`src/rtl/mux_sync_pkg.sv`:
```
// Shared types for the mux bus synchroniser.
// FSM encoding and handshake-mode selectors.
package mux_sync_pkg;

  typedef enum logic [1:0] {
    IDLE,
    VALID,
    ACK_WAIT
  } mux_sync_state_t;

  localparam int HS_FOUR_PHASE = 0;
  localparam int HS_TWO_PHASE  = 1;

endpackage

```
`src/rtl/sync_bit_srst.sv`:
```
// Single-bit N-flop synchroniser.
// Synchronous active-high reset clears the whole chain.
module sync_bit_srst #(
  parameter int NUM_OF_SYNC_FLOPS = 2
) (
  input  logic dest_clk,
  input  logic rst,
  input  logic d,
  output logic q
);

  if (NUM_OF_SYNC_FLOPS < 2) begin : g_bad_depth
    $error("sync_bit_srst: NUM_OF_SYNC_FLOPS must be >= 2");
  end

  logic [NUM_OF_SYNC_FLOPS-1:0] sf;

  always_ff @(posedge dest_clk) begin
    if (rst) begin
      sf <= '0;
    end else begin
      sf <= {sf[NUM_OF_SYNC_FLOPS-2:0], d};
    end
  end

  assign q = sf[NUM_OF_SYNC_FLOPS-1];

endmodule

```
`src/rtl/mux_bus_sync.sv`:
```
// Mux bus synchroniser: only req crosses, data_in is sampled on capture.
// Source sees ack, consumer sees valid/ready.
module mux_bus_sync
  import mux_sync_pkg::*;
#(
  parameter int               WIDTH             = 8,
  parameter int               NUM_OF_SYNC_FLOPS = 2,
  parameter logic [WIDTH-1:0] RESET_VAL         = '0,
  parameter int               HS_MODE           = 0
) (
  input  logic             dest_clk,
  input  logic             rst,
  input  logic [WIDTH-1:0] data_in,
  input  logic             req,
  output logic             ack,
  output logic [WIDTH-1:0] data_out,
  output logic             data_valid,
  input  logic             dest_ready,
  output logic             err_protocol
);

  if (WIDTH < 1) begin : g_bad_width
    $error("mux_bus_sync: WIDTH must be >= 1");
  end
  if (HS_MODE != HS_FOUR_PHASE && HS_MODE != HS_TWO_PHASE) begin : g_bad_mode
    $error("mux_bus_sync: HS_MODE must be 0 or 1");
  end

  localparam bit TWO_PH = (HS_MODE == HS_TWO_PHASE);

  logic            req_s;
  logic            req_s_d;
  logic            ev;
  mux_sync_state_t state;

  sync_bit_srst #(
    .NUM_OF_SYNC_FLOPS(NUM_OF_SYNC_FLOPS)
  ) u_req_sync (
    .dest_clk(dest_clk),
    .rst     (rst),
    .d       (req),
    .q       (req_s)
  );

  assign ev = TWO_PH ? (req_s ^ req_s_d) : req_s;

  always_ff @(posedge dest_clk) begin
    if (rst) begin
      state        <= IDLE;
      req_s_d      <= 1'b0;
      ack          <= 1'b0;
      data_out     <= RESET_VAL;
      data_valid   <= 1'b0;
      err_protocol <= 1'b0;
    end else begin
      req_s_d <= req_s;
      case (state)
        IDLE: begin
          if (ev) begin
            data_out   <= data_in;
            data_valid <= 1'b1;
            state      <= VALID;
          end
        end
        VALID: begin
          // early withdrawal (4-phase) or overrun (2-phase); word is kept
          if ((!TWO_PH && !req_s) || (TWO_PH && ev)) begin
            err_protocol <= 1'b1;
          end
          if (dest_ready) begin
            data_valid <= 1'b0;
            if (TWO_PH) begin
              ack   <= ~ack;
              state <= IDLE;
            end else begin
              ack   <= 1'b1;
              state <= ACK_WAIT;
            end
          end
        end
        ACK_WAIT: begin
          if (!req_s) begin
            ack   <= 1'b0;
            state <= IDLE;
          end
        end
        default: state <= IDLE;
      endcase
    end
  end

endmodule

```
`config.mk`:
```
export PLATFORM = sky130hd
export DESIGN_NAME = mux_bus_sync
export DESIGN_NICKNAME = d
export VERILOG_FILES = /design/src/rtl/mux_sync_pkg.sv /design/src/rtl/sync_bit_srst.sv /design/src/rtl/mux_bus_sync.sv
export SDC_FILE = /design/constraint.sdc
export NUM_CORES = 1
export LEC_CHECK = 0
export CELL_PAD_IN_SITES_DETAIL_PLACEMENT = 0
export CELL_PAD_IN_SITES_GLOBAL_PLACEMENT = 1
export CORE_UTILIZATION = 30
export CTS_BUF_LIST = sky130_fd_sc_hd__clkbuf_4
export DETAILED_ROUTE_END_ITERATION = 12
export PLACE_DENSITY = 0.74
export RECOVER_POWER = 25
export SLEW_MARGIN = 40
export SYNTH_ARGS = -nofsm -noshare
export SYNTH_HDL_FRONTEND = slang
export SYNTH_SLANG_ARGS = --single-unit
```
`constraint.sdc`:
```
create_clock -name dest_clk -period 1.3 [get_ports dest_clk]
set_input_delay 0.26 -clock dest_clk [delete_from_list [all_inputs] [get_ports dest_clk]]
set_output_delay 0.26 -clock dest_clk [all_outputs]
set_load 0.02 [all_outputs]
```
==> results.yml <==
outcome:
  outcome: "finished with violations"
  failed_checks: "DRC"
global_route:
  grt_pass1_vias: 439
  overflow: 0
  antenna_found_initial: 0
  grt_pass1_wl_mm: 1.77
  grt_usage: 0.119
  grt_max_degree: 12
floorplanning:
  pin_count: 23
  rows: 15
  die_h_um: 44.7
  die_area_um2: 2000
  core_area_um2: 1730
  die_x_um: 44.7
  initial_core_util: 0.317
synth:
  synth_nets: 74
  synth-seq-area-share: 0.548
  synth_top_area_frac: 0.548
  ys_top_cells_by_count: "nand2_1 (17), dfxtp_1 (15), a21oi_1 (12), nor2_1 (3), nor2b_1 (3)"
  synth_enable_flop_cells: 0
  yosysMostFrequentCell: "nand2_1"
  ys_top_cells_by_area: "dfxtp_1 (55%), nand2_1 (12%), a21oi_1 (11%)"
  synth_warnings: 0
  syn-cell-area_um2: 548
  yosys.area.top_type: "dfxtp_1"
  syn_inst: 62
  avgSynthCellArea_um2: 8.84
  ys_async_sr_fraction: 0
  synthDistinctLibCells: 15
  ys_ff_latch: 15
  ys.flop_type: "dfxtp_1"
sta:
  hold_ws_ns: 0.450
  fmax_ghz: 0.819
  fin_skew_ns: 0.00119
  relSlewSlack: 0.773
  worstMarginPinSlew_ns: 0.331
  min_period_ns: 1.22
  slew_viol_final: 0
  post-route-period-util: 0.939
  setup_viol: 0
  setup_ws_ns: 0.0788
  hold_viol: 0
  rsz0062_at_grt: "false"
cts:
  cts_resized: 11
  clockBufferDepth: 2
  tritoncts: "yes"
  cts_setup_buffers: 0
  postCtsHoldBufs: 0
  cts_buffers: 3
  h-tree-depth: 1
  cts_num_sinks: 15
  clk_pin_slew_ns: 0.08
  root_buffer: "clkbuf_4"
  clk_latency_ns: 0.27
critical_path:
  start_kind: "register"
  critPathArrivalTime_ns: 0.96
  path_cells: "dlygate4sd2_1"
  path_class: "reg2out"
  critPathMaxFanout: 3
  worstSetupEndpointType: "output pin"
  required_ns: 1.04
  worst-path-buf-inv: 1
  max_stage_delay_ns: 0.35
  cpLargestDelayFamily: "flip-flops"
  worst_path_max_delay_cell: "dfxtp_1"
route:
  ant_nets: 0
  drt-initial-drc-count: 11
  drc_errors: 4
  vias: 501
  vias_per_cell: 4.32
  drt-total-wl_mm: 1.06
  drt_first_pass_iters: 9
  routedWlPerCell_um: 9.10
cells_and_area:
  drive_above_1_share: 0.110
  antenna_cells: 0
  nets: 104
  final_cells: 116
  regArea_um2: 300
  syn_to_final_growth_pct: 50.9
  multi_input_area_um2: 216
  fill_cells: 199
power:
  vdd_drop_max_mv: 0.519
  powerDensity_nw_per_um2: 1070
  p_leak_nw: 0.348
placed_design:
  dpl.hpwl_um: 785
  dp_slack_ns: -0.0192
  placed_cells: 112
  io_buffers: 22
  globalplace.congestion: 0.787
job:
  cap_violations: 0
worst_hold_path:
  hp-class: "reg2reg"
-- routing by layer --
layer,vias to the layer above,share of wire,GRT usage
met1,228,0.49,0.152
li1,264,-,-
met5,-,0,0
met3,0,0.029,0.0360
met2,9,0.48,0.194
met4,0,0,0.0364
-- final timing paths --
check,startpoint,end,slack (ns),cells after the start
min,data_out[4],data_out[4],0.45,2
max,data_valid,data_valid,0.08,1
max reg2reg,state[0],data_out[6],0.18,3
min reg2reg,data_out[4],data_out[4],0.45,2
-- cells in the final DEF, fill, tap and decap left out --
| cell | instances |
|---|---|
| a2111oi_0 | 1 |
| a21oi_1 | 12 |
| buf_4 | 4 |
| clkbuf_1 | 1 |
| clkbuf_2 | 1 |
| clkbuf_4 | 4 |
| clkdlybuf4s50_1 | 10 |
| dfxtp_1 | 15 |
| dlygate4sd2_1 | 11 |
| dlygate4sd3_1 | 1 |
| inv_1 | 1 |
| nand2_1 | 17 |
| nand2b_1 | 1 |
| nand3b_1 | 1 |
| nor2_1 | 3 |
| nor2b_1 | 3 |
| nor3b_2 | 1 |
| o21ai_0 | 2 |
| o32ai_1 | 1 |
| or3b_1 | 1 |
-- report_power, final --
group          internal [mW]  switching, mW
Sequential             0.479        0.00892
Clock                  0.139          0.134
Combinational         0.0669         0.0598
Total                  0.686          0.203
-- kinds of logic after synthesis --
kind of cell,count (synthesis),synth area share
buf+inv,4,0.0571
flops,15,0.548
simple gates,27,0.235
compound gates,16,0.160
-- through the flow --
stage | TNS, ns | power, mW | instance area (µm²) | utilization
after floorplan | 0 | 0.563 | 548 | -
after global placement | 0 | 0.640 | 817 | 0.473
after detailed placement | -0.0192 | 0.641 | 817 | 0.473
after CTS | 0 | 0.907 | 833 | 0.483
after global routing | 0 | 0.937 | 827 | 0.479
final | 0 | 0.888 | 827 | 0.479
-- final cells by class --
cell class              count  area share
flip-flops and latches     15       0.363
repair buffers             28       0.297
well taps                  25      0.0378
clock buffers               4      0.0363
multi-input cells          43       0.262
inverters                   1     0.00454
-- state kept, by name (all words and copies together) (netlist names) --
name,cells
data_out,8
err_protocol,1
u_req_sync.sf,2
ack,1
state,2
data_valid,1
Note: power is estimated with default switching activity, not from simulation.
